### config.mk
export PLATFORM = sky130hd
export DESIGN_NAME = apb_master_arbiter_flat
export DESIGN_NICKNAME = d
export VERILOG_FILES = /design/src/rtl/apb_master_arbiter_if.sv /design/src/rtl/apb_master_arbiter.sv /design/src/flat_wrapper.sv
export SDC_FILE = /design/constraint.sdc
export NUM_CORES = 1
export LEC_CHECK = 0
export ABC_AREA = 1
export CAP_MARGIN = 20
export CORE_ASPECT_RATIO = 0.8
export CORE_MARGIN = 3
export CORE_UTILIZATION = 44
export CTS_BUF_LIST = sky130_fd_sc_hd__clkbuf_8
export DETAILED_ROUTE_END_ITERATION = 7
export PLACE_DENSITY_LB_ADDON = 0.08
export SYNTH_ARGS = -nofsm -noshare
export SYNTH_HDL_FRONTEND = slang
export SYNTH_SLANG_ARGS = --single-unit
### constraint.sdc
create_clock -name PCLK -period 4.6 [get_ports PCLK]
set_clock_uncertainty 0.2 [all_clocks]
set_input_delay 0.69 -clock PCLK [delete_from_list [all_inputs] [get_ports PCLK]]
set_output_delay 0.69 -clock PCLK [all_outputs]
set_load 0.1 [all_outputs]
### src/rtl/apb_master_arbiter_if.sv
// Bundles the requester-side handshake and the APB pins of apb_master_arbiter.
// master = arbiter view, slave = requesters plus APB slave view.
interface apb_master_arbiter_if #(
    parameter int NUM_REQ = 2,
    parameter int ADDR_W  = 8,
    parameter int DATA_W  = 32
);
    logic [NUM_REQ-1:0]        req_valid;
    logic [NUM_REQ-1:0]        req_write;
    logic [NUM_REQ*ADDR_W-1:0] req_addr;
    logic [NUM_REQ*DATA_W-1:0] req_wdata;
    logic [NUM_REQ-1:0]        req_ack;
    logic [NUM_REQ-1:0]        rsp_valid;
    logic [DATA_W-1:0]         rsp_rdata;
    logic                      rsp_err;
    logic                      PWRITE;
    logic [ADDR_W-1:0]         PADDAR;
    logic                      PSLEx;
    logic [DATA_W-1:0]         PWDATA;
    logic                      PENABLE;
    logic [DATA_W-1:0]         PRDATA;
    logic                      PREADY;
    logic                      PSLVERR;

    modport master (
        input  req_valid, req_write, req_addr, req_wdata, PRDATA, PREADY, PSLVERR,
        output req_ack, rsp_valid, rsp_rdata, rsp_err,
        output PWRITE, PADDAR, PSLEx, PWDATA, PENABLE
    );

    modport slave (
        output req_valid, req_write, req_addr, req_wdata, PRDATA, PREADY, PSLVERR,
        input  req_ack, rsp_valid, rsp_rdata, rsp_err,
        input  PWRITE, PADDAR, PSLEx, PWDATA, PENABLE
    );
endinterface

### src/rtl/apb_master_arbiter.sv
// Round-robin arbiter + APB master sequencer sharing one APB slave among NUM_REQ requesters.
// Optional ACCESS-phase timeout abort enabled by defining APB_TIMEOUT_EN.
module apb_master_arbiter #(
    parameter int NUM_REQ        = 2,
    parameter int ADDR_W         = 8,
    parameter int DATA_W         = 32,
    parameter int TIMEOUT_CYCLES = 16
) (
    input  logic              PCLK,
    input  logic              RESET,
    apb_master_arbiter_if.master bus
);
    localparam int IDX_W = (NUM_REQ > 1) ? $clog2(NUM_REQ) : 1;

    localparam logic [1:0] S_IDLE   = 2'd0;
    localparam logic [1:0] S_SETUP  = 2'd1;
    localparam logic [1:0] S_ACCESS = 2'd2;

    logic [1:0]         state_q, state_d;
    logic [IDX_W-1:0]   grant_q, grant_d;
    logic               pwrite_q, pwrite_d;
    logic [ADDR_W-1:0]  paddr_q, paddr_d;
    logic [DATA_W-1:0]  pwdata_q, pwdata_d;
    logic               psel_q, psel_d;
    logic               penable_q, penable_d;
    logic [NUM_REQ-1:0] req_ack_q, req_ack_d;
    logic [NUM_REQ-1:0] rsp_valid_q, rsp_valid_d;
    logic [DATA_W-1:0]  rsp_rdata_q, rsp_rdata_d;
    logic               rsp_err_q, rsp_err_d;

    logic [ADDR_W-1:0]  addr_a  [NUM_REQ];
    logic [DATA_W-1:0]  wdata_a [NUM_REQ];

    for (genvar i = 0; i < NUM_REQ; i++) begin : g_unpack
        assign addr_a[i]  = bus.req_addr[i*ADDR_W +: ADDR_W];
        assign wdata_a[i] = bus.req_wdata[i*DATA_W +: DATA_W];
    end

    // Round-robin: scan downward so the nearest requester after grant_q wins.
    logic             any_req;
    logic [IDX_W-1:0] win;
    logic [IDX_W-1:0] cand;
    always_comb begin
        any_req = |bus.req_valid;
        win     = grant_q;
        cand    = grant_q;
        for (int k = NUM_REQ; k >= 1; k--) begin
            cand = IDX_W'((int'(grant_q) + k) % NUM_REQ);
            if (bus.req_valid[cand]) win = cand;
        end
    end

    logic timeout;
    logic done;

`ifdef APB_TIMEOUT_EN
    localparam int TMO_W = $clog2(TIMEOUT_CYCLES + 1);
    logic [TMO_W-1:0] tmo_q, tmo_d;

    // Fires on the ACCESS cycle that would bring the count to TIMEOUT_CYCLES,
    // so a stuck slave sees exactly TIMEOUT_CYCLES ACCESS cycles.
    assign timeout = (state_q == S_ACCESS) && !bus.PREADY &&
                     (tmo_q == TMO_W'(TIMEOUT_CYCLES - 1));

    always_comb begin
        tmo_d = tmo_q;
        if (state_q == S_SETUP)
            tmo_d = '0;
        else if (state_q == S_ACCESS && !bus.PREADY)
            tmo_d = tmo_q + 1'b1;
    end

    always_ff @(posedge PCLK or posedge RESET) begin
        if (RESET) tmo_q <= '0;
        else       tmo_q <= tmo_d;
    end
`else
    assign timeout = 1'b0;
`endif

    assign done = bus.PREADY || timeout;

    always_comb begin
        state_d     = state_q;
        grant_d     = grant_q;
        pwrite_d    = pwrite_q;
        paddr_d     = paddr_q;
        pwdata_d    = pwdata_q;
        psel_d      = psel_q;
        penable_d   = penable_q;
        req_ack_d   = '0;
        rsp_valid_d = '0;
        rsp_rdata_d = rsp_rdata_q;
        rsp_err_d   = rsp_err_q;

        case (state_q)
            S_IDLE: begin
                psel_d    = 1'b0;
                penable_d = 1'b0;
            end
            S_SETUP: begin
                state_d   = S_ACCESS;
                penable_d = 1'b1;
            end
            S_ACCESS: begin
                if (done) begin
                    rsp_valid_d[grant_q] = 1'b1;
                    rsp_rdata_d = (pwrite_q || timeout) ? '0 : bus.PRDATA;
                    rsp_err_d   = timeout ? 1'b1 : bus.PSLVERR;
                    state_d     = S_IDLE;
                    psel_d      = 1'b0;
                    penable_d   = 1'b0;
                end
            end
            default: begin
                state_d   = S_IDLE;
                psel_d    = 1'b0;
                penable_d = 1'b0;
            end
        endcase

        // New grant from IDLE, or back-to-back straight out of a completing ACCESS.
        if (any_req && (state_q == S_IDLE || (state_q == S_ACCESS && done))) begin
            state_d        = S_SETUP;
            grant_d        = win;
            pwrite_d       = bus.req_write[win];
            paddr_d        = addr_a[win];
            pwdata_d       = wdata_a[win];
            psel_d         = 1'b1;
            penable_d      = 1'b0;
            req_ack_d[win] = 1'b1;
        end
    end

    always_ff @(posedge PCLK or posedge RESET) begin
        if (RESET) begin
            state_q     <= S_IDLE;
            grant_q     <= IDX_W'(NUM_REQ - 1);
            pwrite_q    <= 1'b0;
            paddr_q     <= '0;
            pwdata_q    <= '0;
            psel_q      <= 1'b0;
            penable_q   <= 1'b0;
            req_ack_q   <= '0;
            rsp_valid_q <= '0;
            rsp_rdata_q <= '0;
            rsp_err_q   <= 1'b0;
        end else begin
            state_q     <= state_d;
            grant_q     <= grant_d;
            pwrite_q    <= pwrite_d;
            paddr_q     <= paddr_d;
            pwdata_q    <= pwdata_d;
            psel_q      <= psel_d;
            penable_q   <= penable_d;
            req_ack_q   <= req_ack_d;
            rsp_valid_q <= rsp_valid_d;
            rsp_rdata_q <= rsp_rdata_d;
            rsp_err_q   <= rsp_err_d;
        end
    end

    assign bus.req_ack   = req_ack_q;
    assign bus.rsp_valid = rsp_valid_q;
    assign bus.rsp_rdata = rsp_rdata_q;
    assign bus.rsp_err   = rsp_err_q;
    assign bus.PWRITE    = pwrite_q;
    assign bus.PADDAR    = paddr_q;
    assign bus.PSLEx     = psel_q;
    assign bus.PWDATA    = pwdata_q;
    assign bus.PENABLE   = penable_q;
endmodule

### src/flat_wrapper.sv
// flat-port wrapper written by rule: the top's interface ports become plain ports
module apb_master_arbiter_flat 
#(
    parameter int NUM_REQ        = 2,
    parameter int ADDR_W         = 8,
    parameter int DATA_W         = 32,
    parameter int TIMEOUT_CYCLES = 16
)
  (PCLK, RESET, bus_req_valid, bus_req_write, bus_req_addr, bus_req_wdata, bus_PRDATA, bus_PREADY, bus_PSLVERR, bus_req_ack, bus_rsp_valid, bus_rsp_rdata, bus_rsp_err, bus_PWRITE, bus_PADDAR, bus_PSLEx, bus_PWDATA, bus_PENABLE);
  apb_master_arbiter_if #(.NUM_REQ(NUM_REQ), .ADDR_W(ADDR_W), .DATA_W(DATA_W)) bus_i ();
  input  logic PCLK;
  input  logic RESET;
  input wire logic [$bits(bus_i.req_valid)-1:0] bus_req_valid;
  input wire logic [$bits(bus_i.req_write)-1:0] bus_req_write;
  input wire logic [$bits(bus_i.req_addr)-1:0] bus_req_addr;
  input wire logic [$bits(bus_i.req_wdata)-1:0] bus_req_wdata;
  input wire logic [$bits(bus_i.PRDATA)-1:0] bus_PRDATA;
  input wire logic [$bits(bus_i.PREADY)-1:0] bus_PREADY;
  input wire logic [$bits(bus_i.PSLVERR)-1:0] bus_PSLVERR;
  output wire logic [$bits(bus_i.req_ack)-1:0] bus_req_ack;
  output wire logic [$bits(bus_i.rsp_valid)-1:0] bus_rsp_valid;
  output wire logic [$bits(bus_i.rsp_rdata)-1:0] bus_rsp_rdata;
  output wire logic [$bits(bus_i.rsp_err)-1:0] bus_rsp_err;
  output wire logic [$bits(bus_i.PWRITE)-1:0] bus_PWRITE;
  output wire logic [$bits(bus_i.PADDAR)-1:0] bus_PADDAR;
  output wire logic [$bits(bus_i.PSLEx)-1:0] bus_PSLEx;
  output wire logic [$bits(bus_i.PWDATA)-1:0] bus_PWDATA;
  output wire logic [$bits(bus_i.PENABLE)-1:0] bus_PENABLE;
  assign bus_i.req_valid = bus_req_valid;
  assign bus_i.req_write = bus_req_write;
  assign bus_i.req_addr = bus_req_addr;
  assign bus_i.req_wdata = bus_req_wdata;
  assign bus_i.PRDATA = bus_PRDATA;
  assign bus_i.PREADY = bus_PREADY;
  assign bus_i.PSLVERR = bus_PSLVERR;
  assign bus_req_ack = bus_i.req_ack;
  assign bus_rsp_valid = bus_i.rsp_valid;
  assign bus_rsp_rdata = bus_i.rsp_rdata;
  assign bus_rsp_err = bus_i.rsp_err;
  assign bus_PWRITE = bus_i.PWRITE;
  assign bus_PADDAR = bus_i.PADDAR;
  assign bus_PSLEx = bus_i.PSLEx;
  assign bus_PWDATA = bus_i.PWDATA;
  assign bus_PENABLE = bus_i.PENABLE;
  apb_master_arbiter #(.NUM_REQ(NUM_REQ), .ADDR_W(ADDR_W), .DATA_W(DATA_W), .TIMEOUT_CYCLES(TIMEOUT_CYCLES)) u_core (.PCLK(PCLK), .RESET(RESET), .bus(bus_i));
endmodule
Word-level counts from Yosys, hierarchy flattened
Index checks and enable logic that the tools add are counted.
Widths: inputs -> output; s select.
{ "totals": {"reg_bits": 83, "out_inout_bits": 80, "elab_cells": 66, "inputBits": 120} }
{ "op_classes": {"n_eq_ne": 5, "n_bitwise": 1, "n_lt_le_gt_ge": 7, "n_mux": 30, "reduce_logical": 10, "n_addsub": 2} }
{ "op_table": {"columns": ["cell", "n"], "rows": [
  ["$mux 32", 4],
  ["$mux 8", 3],
  ["$mux 1", 13],
  ["$mux 2", 5],
  ["$lt 1x2->1 const B", 4],
  ["$pmux 2 s3", 1],
  ["$reduce_and 2->1", 3],
  ["$logic_and 1x1->1", 4],
  ["$pmux 1 s2", 2],
  ["$ne 3x3->1 const B", 1],
  ["$add 1x1->1 const B", 2],
  ["$demux 1 s1", 2],
  ["$eq 2x1->1 const B", 1],
  ["$eq 2x2->1 const B", 1],
  ["$ge 1x1->1 const B", 2],
  ["$ge 2x2->1 const B", 1],
  ["$logic_not 2->1", 1],
  ["$ne 2x1->1 const B", 1],
  ["$ne 2x2->1 const B", 1],
  ["$not 1->2", 1],
  ["$reduce_or 2->1", 1],
  ["$logic_or 1x1->1", 1]
]} }

Longest topological paths before layout
{ "logic_depth": {"depth_word": 10, "mapped_depth": 7, "ltp_nobuf": 6} }

Least setup slack after synthesis
Ideal clock, no wire load.
{ "synth_path": {"path_kind": "register to register", "startpoint": "reg u_core.pwrite_q, in the netlist u_core.bus.PWRITE", "endpoint": "reg u_core.rsp_rdata_q[0], in the netlist u_core.bus.rsp_rdata[0]", "path_slack_ps": 2778, "setup_time_ps": 120, "path_buffers": 1, "path_stages_with_launch": 5, "t_arrival_ps": 1503, "period_less_slack_ps": 1822, "cell_sequence": "dfrtp_1 inv_1 clkbuf_1 nand3_1 nand2_1"} }
{ "synth_between": {"elab_chain_cells": 1} }
{ "synth_lines": {"columns": ["item", "line_no", "source"], "rows": [
  ["from (decl)", "apb_master_arbiter.sv:21", "logic pwrite_q, pwrite_d;"],
  ["from (signal assigned)", "apb_master_arbiter.sv:151", "pwrite_q <= pwrite_d;"],
  ["$mux 32", "apb_master_arbiter.sv:108", "rsp_rdata_d = (pwrite_q || timeout) ? '0 : bus.PRDATA;"],
  ["to (signal assigned)", "apb_master_arbiter.sv:158", "rsp_rdata_q <= rsp_rdata_d;"],
  ["to (decl)", "apb_master_arbiter.sv:28", "logic [DATA_W-1:0] rsp_rdata_q, rsp_rdata_d;"]
]} }
No other way between the ends.
A chain may end at the register's enable or synchronous reset.

Worst setup path after layout
{ "layout_path": {"startpoint": "reg u_core.pwrite_q, in the netlist u_core.bus.PWRITE", "endpoint": "out bus_PWRITE"} }
{ "layout_rtl": {"columns": ["item", "line_no", "source"], "rows": [
  ["to (decl)", "flat_wrapper.sv:24", "output wire logic [$bits(bus_i.PWRITE)-1:0] bus_PWRITE;"]
]} }
No word-level cell between the ends.

==> run_summary.xml <==
<?xml version="1.0" encoding="UTF-8"?>
<metrics>
  <group name="run_status">
    <metric name="outcome" unit="">finished clean</metric>
  </group>
  <group name="clock_network">
    <metric name="cts_repair_resize_count" unit="">0</metric>
    <metric name="cts_root_buf" unit="">clkbuf_8</metric>
    <metric name="tritoncts.num_buffers" unit="">9</metric>
    <metric name="cts_max_level" unit="">3</metric>
    <metric name="clkSlewWorstSetupHoldPaths" unit="ns">0.09</metric>
    <metric name="clock_tree.buffer_depth" unit="">2</metric>
    <metric name="clk-insertion-delay-late" unit="ns">0.35</metric>
    <metric name="cts_setup_buffers" unit="">0</metric>
    <metric name="cts_sinks" unit="">83</metric>
    <metric name="cts_tree" unit="">yes</metric>
    <metric name="cts_hold_buffers" unit="">0</metric>
  </group>
  <group name="min_path">
    <metric name="worst_hold_path.num_cells" unit="">2</metric>
    <metric name="worstHoldStart" unit="">u_core.bus.PWDATA[20]</metric>
    <metric name="worstHoldEndpoint" unit="">u_core.bus.PWDATA[20]</metric>
    <metric name="worstHoldPathType" unit="">reg2reg</metric>
  </group>
  <group name="worst_setup_path">
    <metric name="cpMaxStageDelayCell" unit="">clkdlybuf4s50_1</metric>
    <metric name="worst_setup_path_start_kind" unit="">flip-flop</metric>
    <metric name="cp.required" unit="ns">3.71</metric>
    <metric name="reg2reg_depth" unit="">6</metric>
    <metric name="timing.critical_path.buf_inv" unit="">1</metric>
    <metric name="critPathMaxStageDelay" unit="ns">1.17</metric>
    <metric name="worstReg2RegEnd" unit="">u_core.bus.rsp_rdata[0]</metric>
    <metric name="path_cells" unit="">clkdlybuf4s50_1</metric>
    <metric name="cell_family_with_the_largest_share_of_critical_path_delay" unit="">buffers and inverters</metric>
    <metric name="worst-r2r-setup-slack" unit="ns">2.44</metric>
    <metric name="worst_setup_path_end_kind" unit="">output pin</metric>
    <metric name="timing.rr.start" unit="">u_core.state_q[0]</metric>
    <metric name="path_type_of_the_worst_setup_path" unit="">reg2out</metric>
    <metric name="worstPathMaxFanout" unit="">3</metric>
    <metric name="worst-endpoint-arrival" unit="ns">1.89</metric>
  </group>
  <group name="detailed_routing">
    <metric name="wire_per_inst" unit="um">14.81</metric>
    <metric name="detail_route.iter0.violations" unit="">295</metric>
    <metric name="drtAntennaViolNets" unit="">0</metric>
    <metric name="avgViaCountPerCell" unit="">5.032</metric>
    <metric name="drc" unit="">0</metric>
    <metric name="number_of_detailed_routing_iterations_run_before_antenna_repair" unit="">5</metric>
    <metric name="routed_wl" unit="um">11640</metric>
    <metric name="via_count" unit="">3955</metric>
  </group>
  <group name="global_routing">
    <metric name="first_global_vias" unit="">3699</metric>
    <metric name="globalRoute.totalOverflow" unit="">0</metric>
    <metric name="first_pass_grt_wire_length" unit="um">18950</metric>
    <metric name="antenna_violations_before_repair" unit="">0</metric>
    <metric name="grt_start_max_net_pins" unit="">55</metric>
    <metric name="grt_util_all_layers" unit="%">23.25</metric>
  </group>
  <group name="placed_design">
    <metric name="place.gp.congestion" unit="">0.7846</metric>
    <metric name="port_bufs" unit="">199</metric>
    <metric name="hpwl" unit="um">8187</metric>
    <metric name="dp_slack" unit="ns">1.767</metric>
  </group>
  <group name="sta">
    <metric name="hold_viol" unit="">0</metric>
    <metric name="setup_viol" unit="">0</metric>
    <metric name="finalWorstPathRequiredPeriod" unit="ns">2.779</metric>
    <metric name="post-route-period-util" unit="%">60.41</metric>
    <metric name="report.final.slew_viol_count" unit="">0</metric>
    <metric name="max_clock_freq" unit="MHz">359.9</metric>
    <metric name="setup_slack_after_layout" unit="ns">1.821</metric>
    <metric name="setup_total_negative_slack" unit="ns">0</metric>
    <metric name="worst-slew-pin-transition" unit="ns">1.031</metric>
    <metric name="rsz0062_at_grt" unit="">false</metric>
    <metric name="max-slew-margin-rel" unit="%">31.06</metric>
  </group>
  <group name="yosys">
    <metric name="synth_area_leaders" unit="">dfrtp_1 53%, nand2_1 23%, nand3_1 15%</metric>
    <metric name="postSynthNetCount" unit="">613</metric>
    <metric name="synth.largest_area_cell" unit="">dfrtp_1</metric>
    <metric name="post_synth_num_cell_types" unit="">17</metric>
    <metric name="synth_seq_cells" unit="">83</metric>
    <metric name="post-synth-top-area-fraction" unit="%">52.84</metric>
    <metric name="synthCells" unit="">493</metric>
    <metric name="post_synth_instance_area" unit="um2">3884</metric>
    <metric name="synth-warning-count" unit="">0</metric>
    <metric name="fraction_of_the_yosys_area_taken_by_sequential_cells" unit="%">53.51</metric>
    <metric name="syn-mean-instance-area" unit="um2">7.878</metric>
  </group>
  <group name="final_layout">
    <metric name="final_net_count" unit="">793</metric>
    <metric name="n_antenna_cell" unit="">0</metric>
    <metric name="layout-drive-gt1-share" unit="%">4.572</metric>
    <metric name="flow.area_growth_from_synthesis" unit="%">54.35</metric>
    <metric name="layout_commonest_cell" unit="">nand2_1</metric>
    <metric name="layout_common_cells" unit="">240 x nand2_1, 199 x clkdlybuf4s50_1, 115 x nand3_1</metric>
  </group>
  <group name="floorplan">
    <metric name="die_x" unit="um">111.0</metric>
    <metric name="core_area" unit="um2">8237</metric>
    <metric name="start_util" unit="%">47.15</metric>
    <metric name="design.portCount" unit="">200</metric>
    <metric name="rows" unit="">29</metric>
    <metric name="die_area" unit="um2">9997</metric>
    <metric name="chipHeight" unit="um">90.03</metric>
  </group>
  <group name="run">
    <metric name="maxCapViolCount" unit="">0</metric>
  </group>
</metrics>
-- synthesized netlist by cell type, drive strengths merged --
cell type    n
nand2      243
dfstp        1
o21a         1
nand3      115
clkbuf       3
buf         30
dfrtp       82
nor2         7
inv          9
o21ai        2
-- through the flow --
step	util (%)	hold WS [ns]	instance area, um2	std cells
after floorplan	-	0.2862	3884	493
after global placement	70.65	0.2565	5819	770
after detailed placement	70.65	0.2645	5819	770
after CTS	72.78	0.2857	5995	786
after global routing	72.78	0.2965	5995	786
final	72.78	0.2820	5995	786
-- area by class of cell --
cell class | instances | area [um2]
Clock inverter | 7 | 51.30
Inverter | 9 | 35.03
Clock buffer | 9 | 123.9
Tap cell | 108 | 135.1
Timing Repair Buffer | 202 | 2014
Fill cell | 665 | 2242
Sequential cell | 83 | 2078
Multi-Input combinational cell | 368 | 1556
-- kinds of logic (layout without fill, tap and decap cells) --
kind of cell / count (synthesis) / in the layout / synth area share, %
simple gates: 365 / 365 / 39.63
flops: 83 / 83 / 53.51
buf+inv: 42 / 227 / 6.411
compound gates: 3 / 3 / 0.4509
-- how the worst max path moves through the flow --
stage,from,endpoint,slack (ns),cells after the start
2_1_floorplan,RESET,u_core.bus.PADDAR[0],1.57,1
3_3_place_gp,bus_req_valid[0],u_core.bus.PWDATA[26],1.85,8
3_5_place_dp,bus_PREADY,u_core.bus.rsp_rdata[0],1.77,6
4_1_cts,u_core.bus.PWRITE,bus_PWRITE,1.81,1
5_1_grt,u_core.bus.PENABLE,bus_PENABLE,1.77,1
6_report,u_core.bus.PWRITE,bus_PWRITE,1.82,1
-- metal layers --
metal  global-route usage [%]  share of wire [%]
met1                    29.66                 40
met2                    37.68                 48
met3                    8.188                 10
met4                    6.687                1.6
met5                        0                  0
-- flip-flops by register name, indices dropped and copies added, names as in the netlist --
register,flops
u_core.bus.PWDATA,32
u_core.grant_q,1
u_core.bus.req_ack,2
u_core.bus.rsp_err,1
u_core.bus.rsp_valid,2
u_core.bus.rsp_rdata,32
u_core.state_q,2
u_core.bus.PADDAR,8
u_core.bus.PENABLE,1
u_core.bus.PWRITE,1
u_core.bus.PSLEx,1
Power is left out: the tool's default activity adds up to more than one toggle a clock period on the data nets, which glitch-free logic cannot reach.
